===== src/rtl/alu_operand_stage.sv =====
// Issue stage ahead of the 16-bit ALU: decode, register read with writeback bypass,
// RAW scoreboard and a single registered output slot. Define OPSTAGE_IMM_EN for imm5 operands.
module alu_operand_stage #(
    parameter int NREGS   = 8,
    parameter bit R0_ZERO = 1'b1
) (
    input  logic        clk,
    input  logic        rst,
    input  logic        in_valid,
    output logic        in_ready,
    input  logic [15:0] in_instr,
    input  logic        wb_en,
    input  logic [2:0]  wb_addr,
    input  logic [15:0] wb_data,
    output logic        out_valid,
    input  logic        out_ready,
    output logic [15:0] A,
    output logic [15:0] B,
    output logic        BNegate,
    output logic [2:0]  Op,
    output logic [2:0]  out_rd
);

    typedef enum logic {EMPTY, FULL} slot_state_t;

    slot_state_t state, state_next;

    logic [15:0]      regs [NREGS];
    logic [NREGS-1:0] busy;
    logic [NREGS-1:0] busy_clr;
    logic [NREGS-1:0] busy_set;
    logic [NREGS-1:0] busy_live;

    logic [2:0]  dec_op;
    logic        dec_bneg;
    logic [2:0]  rd;
    logic [2:0]  rs;
    logic [2:0]  rt;
    logic        use_imm;
    logic [15:0] rs_val;
    logic [15:0] rt_val;
    logic [15:0] b_val;
    logic        stall;
    logic        accept;

    assign dec_op   = in_instr[15:13];
    assign dec_bneg = in_instr[12];
    assign rd       = in_instr[10:8];
    assign rs       = in_instr[7:5];
    assign rt       = in_instr[4:2];

`ifdef OPSTAGE_IMM_EN
    logic [15:0] imm_ext;
    assign use_imm = in_instr[11];
    assign imm_ext = {{11{in_instr[4]}}, in_instr[4:0]};
    assign b_val   = use_imm ? imm_ext : rt_val;
`else
    logic unused_imm_bits;
    assign use_imm         = 1'b0;
    assign unused_imm_bits = ^{in_instr[11], in_instr[1:0]};
    assign b_val           = rt_val;
`endif

    // Reads see a same-cycle writeback; a hardwired R0 overrides even the bypass.
    always_comb begin
        rs_val = regs[rs];
        if (wb_en && wb_addr == rs) rs_val = wb_data;
        if (R0_ZERO && rs == 3'd0) rs_val = '0;
        rt_val = regs[rt];
        if (wb_en && wb_addr == rt) rt_val = wb_data;
        if (R0_ZERO && rt == 3'd0) rt_val = '0;
    end

    always_comb begin
        busy_clr = '0;
        if (wb_en) busy_clr[wb_addr] = 1'b1;
        busy_live = busy & ~busy_clr;
        stall     = busy_live[rs] | (!use_imm & busy_live[rt]);
        in_ready  = !rst && !stall && (!out_valid || out_ready);
        accept    = in_valid && in_ready;
        busy_set  = '0;
        if (accept && !(R0_ZERO && rd == 3'd0)) busy_set[rd] = 1'b1;
    end

    always_ff @(posedge clk) begin
        if (rst) begin
            for (int i = 0; i < NREGS; i++) regs[i] <= '0;
        end else if (wb_en && !(R0_ZERO && wb_addr == 3'd0)) begin
            regs[wb_addr] <= wb_data;
        end
    end

    // Set is OR-ed after the clear so a new producer wins over a retiring one.
    always_ff @(posedge clk) begin
        if (rst) busy <= '0;
        else     busy <= busy_live | busy_set;
    end

    always_ff @(posedge clk) begin
        if (rst) state <= EMPTY;
        else     state <= state_next;
    end

    always_comb begin
        state_next = state;
        case (state)
            EMPTY:   if (accept) state_next = FULL;
            FULL:    if (!accept && out_ready) state_next = EMPTY;
            default: state_next = EMPTY;
        endcase
    end

    assign out_valid = (state == FULL);

    always_ff @(posedge clk) begin
        if (rst) begin
            A       <= '0;
            B       <= '0;
            BNegate <= 1'b0;
            Op      <= 3'b000;
            out_rd  <= 3'd0;
        end else if (accept) begin
            A       <= rs_val;
            B       <= b_val;
            BNegate <= dec_bneg;
            Op      <= dec_op;
            out_rd  <= rd;
        end
    end

endmodule


===== config.mk =====
export PLATFORM = sky130hd
export DESIGN_NAME = alu_operand_stage
export DESIGN_NICKNAME = d
export VERILOG_FILES = /design/src/rtl/alu_operand_stage.sv
export SDC_FILE = /design/constraint.sdc
export NUM_CORES = 1
export LEC_CHECK = 0
export ABC_AREA = 1
export CELL_PAD_IN_SITES_DETAIL_PLACEMENT = 0
export CELL_PAD_IN_SITES_GLOBAL_PLACEMENT = 1
export CORE_MARGIN = 4
export CORE_UTILIZATION = 45
export CTS_BUF_LIST = sky130_fd_sc_hd__clkbuf_16
export DETAILED_ROUTE_END_ITERATION = 8
export PLACE_DENSITY_LB_ADDON = 0.15
export REMOVE_ABC_BUFFERS = 1
export SETUP_SLACK_MARGIN = 0.2
export SYNTH_ARGS = -nofsm -noshare
export SYNTH_HDL_FRONTEND = slang
export SYNTH_SLANG_ARGS = --single-unit

===== constraint.sdc =====
create_clock -name clk -period 3.73 [get_ports clk]
set_input_delay 0.373 -clock clk [delete_from_list [all_inputs] [get_ports clk]]
set_output_delay 0.373 -clock clk [all_outputs]
set_load 0.005 [all_outputs]

# After elaboration in Yosys (flattened, before gate mapping)
# Memories as Yosys holds them, arrays and structs flattened.
# Index checks and enable logic that the tools add are counted.
totals:
  regBits: 48
  latchBits: 0
  ramBits: 128
  mem_bits_ro: 0
  input_bits: 40
  word_cells: 68
  memories: 1
mem_list:
  columns: ["memory", "depth", "word_bits", "rd", "rd_ports_with_merged_regs", "write_ports", "line", "source"]
  rows:
  - ["regs", 8, 16, 2, 0, 8, "28", "logic [15:0] regs [NREGS];"]
classes:
  n_addsub: 0
  multipliers: 0
  div_mod_pow: 0
  magnitude_cmp: 6
  n_eq_ne: 2
  shift: 0
  muxes: 25
  n_bitwise: 5
  n_reduce_logical: 22
op_table:
  columns: ["operator", "n"]
  rows:
  - ["16-bit 2-to-1 mux", 5]
  - ["3-bit by 4-bit less-than comparator with 1-bit output (second input constant)", 4]
  - ["8-bit 2-to-1 mux", 2]
  - ["16-bit OR reduction", 1]
  - ["3-bit logical NOT", 4]
  - ["1-bit 2-to-1 mux", 12]
  - ["1-bit logical AND", 10]
  - ["8-bit AND", 1]
  - ["8-bit NOT", 1]
  - ["8-bit bitwise OR", 1]
  - ["1-bit binary-select mux with 3-bit select", 2]
  - ["1-bit demux with 3-bit select", 2]
  - ["3-bit equality test", 2]
  - ["3-bit by 1-bit greater-or-equal comparator with 1-bit output (second input constant)", 2]
  - ["1-bit logical NOT", 6]
  - ["3-bit 2-to-1 mux", 1]
  - ["1-bit case mux with 2 select lines", 1]
  - ["1-bit logical OR", 1]
  - ["1-bit NOT", 1]
  - ["1-bit bitwise OR", 1]

# Logic depth before layout (Yosys ltp)
# Gate-level depths: netlist of the first run.
depth:
  ltp_word: 18
  mapped_depth: 17
  mapped_depth_nobuf: 14

# Worst setup path after synthesis of the first run
# OpenSTA, ideal clock, no wires.
synth_path:
  kind: "input to output"
  start: "input port wb_addr[1]"
  end: "output port in_ready"
  arrival_ps: 1516
  required_time_ps: 3357
  setup_slack_ps: 1841
  cell_stages: 11
  path_cell_list: "buf_2 -> nor2_2 -> nand3_1 -> nand3b_1 -> nand2_1 -> inv_1 -> nand2_1 -> nand2_1 -> nand3_1 -> nor2_4 -> buf_2"
synth_between:
  elab_chain_cells: 13
  elab_cells_between_ends: 16
  classes_between: "order compare (2); mux (7); bitwise (3); reduce/logical (4)"
synth_rtl:
  columns: ["item", "line", "source"]
  rows:
  - ["start: declaration", "13", "input logic [2:0] wb_addr,"]
  - ["3-bit by 4-bit less-than comparator with 1-bit output (not written as such) / 3-bit by 1-bit greater-or-equal comparator with 1-bit output (equally long branches)", "76", "if (wb_en) busy_clr[wb_addr] = 1'b1;"]
  - ["1-bit logical AND (not written as such)", "76", null]
  - ["1-bit 2-to-1 mux (not written as such)", "76", null]
  - ["1-bit demux with 3-bit select (*)", "76", null]
  - ["8-bit 2-to-1 mux (*)", "76", null]
  - ["8-bit NOT (*)", "77", "busy_live = busy & ~busy_clr;"]
  - ["8-bit AND (*)", "77", null]
  - ["1-bit binary-select mux with 3-bit select", "78", "stall = busy_live[rs] | (!use_imm & busy_live[rt]);"]
  - ["1-bit 2-to-1 mux (not written as such)", "78", null]
  - ["1-bit bitwise OR (*)", "78", null]
  - ["1-bit logical NOT (*)", "79", "in_ready = !rst && !stall && (!out_valid || out_ready);"]
  - ["1-bit logical AND (*) (2 in series)", "79", null]
  - ["end: declaration", "10", "output logic in_ready,"]
# Mark *: on every way between the ends. The rest lies on a longest branch, timed or not. The select of a mux whose other input is x is not followed.

# Worst setup path after layout of the first run
layout_path:
  start: "input port wb_addr[2]"
  end: "output port in_ready"
# Same word-level chain as after synthesis.

==> results.env, run 1 <==
LAYOUT_WORST_PATH_CYCLE_SHARE=0.878
INTERNAL_POWER_W=0.00360
SYNTH_AREA_PER_CELL_UM2=8.31
CP_DATA_REQUIRED_TIME_NS=3.36
FIRST_PASS_ITERS=5
MOST_COMMON_LIBRARY_CELL_IN_THE_LAYOUT_IGNORING_FILL_AND_TAPS='nor2_1'
SYNTHESIZED_AREA_FRACTION_OCCUPIED_BY_AO_OA_AOI_AND_OAI_CELLS=0.138
RUN_STATUS='complete, no violations'
FIN_WORST_SKEW_NS=0.00794
SYNTH.DISTINCT_CELLS=30
POSTCTSSETUPREPAIRBUFS=0
MAX_CAP_VIOLATIONS=0
DRC_ERRORS=0
FINALSETUPTNS_NS=0
YOSYS.AREA_SHARE.ADDER=0
PLACEMENTROWS=51
SYNTH_AREA_LEADER_CELL='edfxtp_1'
CRITICAL_PATH_START_TYPE='input port'
PIN_COUNT=81
YS_FF_LATCH=176
CLK-INSERTION-DELAY-LATE_NS=0.43
GLOBAL_ROUTE.USAGE.MET2=0.428
CP-END-KIND='output pin'
GRT_FIRST_PASS_WIRELENGTH_UM=44800
FINAL_UTIL=0.549
LAYOUT-AREA-OVERHEAD-VS-SYNTH_PCT=19.9
CLOCK_TREE.BUFFER_DEPTH=2
RSZ0062_AT_GRT='false'
GRT_PASS1_VIAS=7491
GRT_MAX_DEGREE=39
CRITICAL_PATH.TOP_DELAY_FAMILY='buffers and inverters'
DIE_HEIGHT_UM=149
CLKSLEWWORSTSETUPHOLDPATHS_NS=0.07
DETAIL_ROUTE.VIAS_PER_CELL=5.62
CRIT_ARRIVAL_NS=2.90
SYNTHSIMPLEGATEAREAFRAC=0.260
POWERDENSITY_nW_PER_UM2=456
SYNTH_SEQUENTIAL_AREA_RATIO=0.539
CRITICAL_PATH_CLASS='in2out'
CLOCKPOWERSHARE=0.381
ROUTE.VIAS.TOTAL=8051
FINALWORSTPATHREQUIREDPERIOD_NS=3.27
FINAL_MAX_SLEW_VIOL_COUNT=0
CORE-AREA_UM2=19500
SYNTH_TOP_FAMILY_BY_AREA='simple AND/OR/NAND/NOR gates'
CRITICAL_PATH.MAX_STAGE_DELAY_NS=0.66
H_TREE_DEPTH=4
CRITPATHBUFINV=3
GROUTE.LAYER.MET3.USAGE=0.0547
REL_SLEW_SLACK=0.550
CTS_HOLD_BUFFERS=0
CRIT_CHAIN='clkdlybuf4s50_1, inv_1, nand4_1, nand2_1, nand2_1, nand3_1, nand2_1, nand2_1, nand3_1, nor2_4, clkdlybuf4s50_1'
CRIT_SLOWEST_CELL='clkdlybuf4s50_1'
CTS_TREE='yes'
FINAL_NET_COUNT=1195
SEQUENTIALPOWERSHARE=0.471
GLOBAL_ROUTE.PEAK_USAGE_LAYER='met2'
SYNTH.CELL_AREA_UM2=8920
GRT_ANTENNA_BEFORE_REPAIR=0
NUMBER_OF_DESIGN_RULE_VIOLATIONS_LEFT_BY_THE_FIRST_DETAILED_ROUTER_ITERATION=917
NETSWITCHINGFRACTION=0.262
CRIT_PATH_MAX_FANOUT=15
ROUTED_WIRELENGTH_UM=29800
PLACE.DETAILED.HPWL_UM=18900
WIRE_PER_INST_UM=20.8
CLOCK_SINK_COUNT=176
NFILLCELLS=1814
ROUTE.ANTENNA.REMAINING_NETS=0
SYNTH.AREA.MUX_SHARE=0
GLOBALPLACE.CONGESTION=0.893
INITIAL_UTILIZATION=0.458
TOTAL_LEAKAGE_POWER_nW=4.17
FLOORPLAN.DIE.WIDTH_UM=149
POSTSYNTHCELLCOUNT=1073
FINAL_ANTENNA_DIODE_COUNT=0
POWER_FRAC_COMB=0.148
POST_CTS.RESIZED_INSTANCES=0
MOST-COMMON-LAYOUT-CELLS='260 x nor2_1, 191 x nand2_1, 128 x edfxtp_1'
GRT_UTIL_MET1=0.375
YS_TOP_CELLS_BY_AREA='edfxtp_1 43%, nor2_1 11%, dfxtp_1 11%'
DIE_AREA_UM2=22100
AREA_SHARE_OF_THE_LARGEST_CELL_TYPE_AFTER_SYNTHESIS=0.431
SYNTH-XOR-AREA-SHARE=0.00196
SETUP_VIOL=0
YOSYSWARNINGCOUNT=0
VDD_IR_DROP_MAX_mV=0.319
CLOCKROOTBUFFER='clkbuf_16'
TIGHTESTPINTRANSITION_NS=0.672
NETSWITCHINGPOWER_W=0.00128
HOLD_PATH_CLASS='reg2reg'
CTS-BUFFERS-INSERTED=17
OVERFLOW=0
FMAX_GHz=0.306
TIMING.FINAL.HOLD_VIOLATIONS=0
GRTUSAGETOTAL=0.271
MOST_FREQUENT_CP_CELL='nand2_1'
SHARE_OF_POST_ROUTE_CELLS_WITH_DRIVE_STRENGTH_ABOVE_1=0.0728
PLACE.PORT_BUFFERS=77
## synth_stat cells
master and number:
nor2_1 260, nand2_1 191, edfxtp_1 128, nand3_1 92, o21ai_0 74, clkbuf_1 57
dfxtp_1 48, inv_1 41, a21oi_1 38, o221ai_1 32, o211ai_1 26, nand4_1 19
a211oi_1 18, buf_2 8, inv_2 8, clkinv_1 6, buf_6 5, a211o_1 4
buf_1 4, o21ai_1 2, o22ai_1 2, xor2_1 2, buf_4 1, clkbuf_2 1
conb_1 1, nand2_4 1, nand3b_1 1, nand4_2 1, nor2_2 1, nor2_4 1
## power groups by stage
| stage | clock [W] | combinational (W) | sequential [W] |
|---|---|---|---|
| floorplan | 0 | 0.000343 | 0.00233 |
| CTS | 0.00188 | 0.000712 | 0.00229 |
| global placement | 0 | 0.000707 | 0.00233 |
| detailed placement | 0 | 0.000709 | 0.00234 |
| finish | 0.00186 | 0.000720 | 0.00230 |
| global route | 0.00195 | 0.000784 | 0.00231 |
## flip-flops by register name, indices dropped and copies added, names as in the netlist
signal / flops
regs: 128
out_valid: 1
Op: 3
busy: 8
A: 16
B: 16
out_rd: 3
BNegate: 1
## per-layer routing
| metal | wire [um] | vias up |
|---|---|---|
| met2 | 13700 | 392 |
| met5 | 0 | - |
| met4 | 583 | 0 |
| met1 | 12800 | 3768 |
| li1 | - | 3837 |
| met3 | 2720 | 54 |
## cells by family (layout without fill, tap and decap cells)
logic type / Yosys count / after routing
AO/OA/AOI/OAI: 196 / 196
XOR/XNOR: 2 / 2
buffers and inverters: 131 / 211
flip-flops: 176 / 176
other: 1 / 16
AND/OR/NAND/NOR: 567 / 567
## worst min-delay path: stages (launching register included)
cell	delay [ns]
dfxtp_1	0.31
nand2_1	0.06
a21oi_1	0.05
## per-stage QoR
step	setup WS, ns	hold WS, ns	cells	total power [W]	cell area (um^2)
finish	0.457	0.466	1433	0.00488	10700
global route	0.229	0.494	1433	0.00505	10700
CTS	0.473	0.467	1433	0.00488	10700
detailed placement	0.331	0.456	1401	0.00305	10100
global placement	0.379	0.455	1401	0.00304	10100
floorplan	1.01	0.441	1012	0.00267	8640
## layout make-up
class,instances,area (um^2),share of cell area
repair buffers,124,1120,0.105
clock inverters,15,174,0.0163
well taps,265,332,0.0310
clock buffers,17,425,0.0398
inverters,55,206,0.0193
flip-flops and latches,176,4800,0.449
multi-input cells,781,3630,0.339
## final timing paths
check	slack [ns]	endpoint	depth (start not counted)	startpoint
worst max-delay path	0.46	in_ready	11	wb_addr[2]
worst min-delay path	0.47	out_rd[0]	2	out_rd[0]
worst max register to register	1.56	A[11]	11	busy[3]
worst min register to register	0.47	out_rd[0]	2	out_rd[0]
No activity file was read; power rests on OpenSTA's default activity.
==> run 2, diff against run 1 <==
Settings changed: CAP_MARGIN from default to 10, HOLD_SLACK_MARGIN from default to 0.1, SKIP_CTS_REPAIR_TIMING from default to 1.
==> results of run 2 <==
Final layout, timing and power as in run 1 (identical DEF).
==> run 3, diff against run 2 <==
Settings changed: CORE_UTILIZATION 45 to 44.
Clock period 3.73 ns to 3.06 ns, I/O delays scaled along.
==> run 3 against run 2 <==
Net effect: non-clock buffer count is 9 higher; largest cell class unchanged; design area is 0.64% higher; global-route usage grew 0.14 points; clock-buffer cell count stayed put; critical path type unchanged; cell count up 0.63%; via count up 0.61%; die area rose by 2.1%; sequential share of layout area is 0.29 points lower.
==> results.env, run 3 (same netlist as run 1, synthesis figures left out) <==
CTS-BUFFERS-INSERTED=17  # unchanged
TIMING.FINAL.HOLD_VIOLATIONS=0  # unchanged
CORE-AREA_UM2=19700  # +1.3%
INTERNAL_POWER_W=0.00410  # +14%
REL_SLEW_SLACK=0.493  # -0.0572
PLACEDCELLCOUNT=1410  # +0.64%
MOST-COMMON-LAYOUT-CELLS='259 x nor2_1, 191 x nand2_1, 128 x edfxtp_1'
LARGESTREGISTERS='regs x128, A x16, B x16'
FINALWORSTPATHREQUIREDPERIOD_NS=2.69
CLK-INSERTION-DELAY-LATE_NS=0.43  # about the same
ROUTED_WIRELENGTH_UM=30300  # +1.5%
CP_DATA_REQUIRED_TIME_NS=2.75  # -0.61 ns
SETUP_VIOL=0  # unchanged
GRT_ANTENNA_BEFORE_REPAIR=0  # unchanged
WIRE_PER_INST_UM=21.0  # +0.83%
CRIT_ARRIVAL_NS=2.38  # -0.52 ns
CLKSLEWWORSTSETUPHOLDPATHS_NS=0.07  # about the same
OVERFLOW=0  # unchanged
FINAL_ANTENNA_DIODE_COUNT=0  # unchanged
NETSWITCHINGFRACTION=0.283  # +0.0216
CRITICAL_PATH_START_TYPE='input port'
HOLD_PATH_CLASS='in2reg'
FINAL.HOLD.WORST_SLACK_NS=0.441  # -0.0251 ns
CLOCK_SINK_COUNT=176  # unchanged
PLACE.PORT_BUFFERS=77  # unchanged
FMAX_GHz=0.372
NUMBER_OF_DESIGN_RULE_VIOLATIONS_LEFT_BY_THE_FIRST_DETAILED_ROUTER_ITERATION=914  # -0.33%
FINAL_NET_COUNT=1204  # +0.75%
TOTALPOWERFINAL_W=0.00572  # +17%
ROUTE.VIAS.TOTAL=8100  # +0.61%
TOTAL_LEAKAGE_POWER_nW=4.24  # +1.5%
PIN_COUNT=81  # unchanged
H_TREE_DEPTH=4  # unchanged
PLACE.DETAILED.HPWL_UM=19400  # +2.3%
GRTUSAGETOTAL=0.272  # +0.00139
FINAL-INSTANCE-COUNT-EXCL-FILL=1442  # +0.63%
GRT_FIRST_PASS_WIRELENGTH_UM=45700  # +2.0%
FINALSETUPTNS_NS=0  # unchanged
RUN_STATUS='complete, no violations'
GLOBALPLACE.CONGESTION=0.863  # -3.4%
PLACEMENTROWS=51  # unchanged
CRITICAL_PATH_CLASS='in2out'
VDD_IR_DROP_MAX_mV=0.421  # +32%
MOST_COMMON_LIBRARY_CELL_IN_THE_LAYOUT_IGNORING_FILL_AND_TAPS='nor2_1'
DETAIL_ROUTE.VIAS_PER_CELL=5.62  # about the same
CTS_TREE='yes'
POWER_FRAC_COMB=0.157  # +0.009
SEQUENTIALPOWERSHARE=0.489  # +0.018
CLOCK_TREE.BUFFER_DEPTH=2  # unchanged
TIGHTESTPINTRANSITION_NS=0.758  # +0.0859 ns
FIN_WORST_SKEW_NS=0.00856  # +0.000623 ns
ROUTE.ANTENNA.REMAINING_NETS=0  # unchanged
NETSWITCHINGPOWER_W=0.00162  # +27%
RSZ0062_AT_GRT='false'
GRT_PASS1_VIAS=7853  # +4.8%
LAYOUT_WORST_PATH_CYCLE_SHARE=0.879
FINAL_MAX_SLEW_VIOL_COUNT=0  # unchanged
DIE_HEIGHT_UM=150  # +1.1%
FLOORPLAN.DIE.WIDTH_UM=150  # +1.1%
CP-END-KIND='output pin'
LARGEST_REGISTER_FFS=128  # unchanged
INITIAL_UTILIZATION=0.452  # -0.00593
DRC_ERRORS=0  # unchanged
MAX_CAP_VIOLATIONS=0  # unchanged
CLOCKPOWERSHARE=0.353  # -0.028
FIRST_PASS_ITERS=5  # unchanged
CRIT_PATH_MAX_FANOUT=5  # -10
CLOCKROOTBUFFER='clkbuf_16'
DIE_AREA_UM2=22600  # +2.1%
SHARE_OF_POST_ROUTE_CELLS_WITH_DRIVE_STRENGTH_ABOVE_1=0.0850  # +0.0122
POWERDENSITY_nW_PER_UM2=532  # +17%
REGISTERS.TOP_BY_FF_COUNT='regs'
LAYOUT-AREA-OVERHEAD-VS-SYNTH_PCT=20.6
GRT_MAX_DEGREE=39  # unchanged
-- run 3: metal layers --
| metal | routed length, um | vias to the layer above | global-route usage |
|---|---|---|---|
| met2 | 14100 | 397 | 0.444 |
| met1 | 12400 | 3801 | 0.367 |
| met5 | 0 | - | 0 |
| met4 | 733 | 0 | 0.0883 |
| met3 | 2990 | 56 | 0.0515 |
| li1 | - | 3846 | - |
-- run 3: critical path, cell delays in order --
cell	delay, ns
clkdlybuf4s50_1	0.72
inv_2	0.07
nand2_1	0.10
inv_2	0.05
nand3_1	0.08
o21ai_1	0.07
inv_1	0.05
nand2_1	0.04
nand2_1	0.05
nand2_1	0.09
nor2_4	0.21
clkdlybuf4s50_1	0.54
-- run 3: stage by stage --
stage	utilization	worst slack [ns]	instance area, um^2
after floorplan	-	0.406	8640
after global placement	0.518	0.222	10200
after detailed placement	0.518	0.189	10200
after CTS	0.545	0.186	10700
after global routing	0.546	0.208	10800
final	0.546	0.370	10800
-- run 3: power groups by stage --
stage / Clock, W / Sequential [W] / Combinational [W]
2_1_floorplan: 0 / 0.00284 / 0.000419
3_3_place_gp: 0 / 0.00284 / 0.000884
3_5_place_dp: 0 / 0.00285 / 0.000886
4_1_cts: 0.00205 / 0.00280 / 0.000889
5_1_grt: 0.00214 / 0.00281 / 0.000987
6_report: 0.00202 / 0.00280 / 0.000900
-- run 3: worst paths after layout --
kind / slack [ns] / end / start / cells past startpoint
setup / recovery: 0.37 / in_ready / in_instr[3] / 12
setup reg to reg: 1.27 / B[15] / busy[3] / 11
hold / removal: 0.44 / busy[0] / wb_en / 4
hold reg to reg: 0.47 / out_rd[0] / out_rd[0] / 2
-- run 3: area by class of cell --
cell class | instances | area [um^2]
inverters | 55 | 206
multi-input cells | 781 | 3630
fillers | 1854 | 8960
clock buffers | 17 | 425
flip-flops and latches | 176 | 4800
clock inverters | 15 | 110
well taps | 265 | 332
repair buffers | 133 | 1250
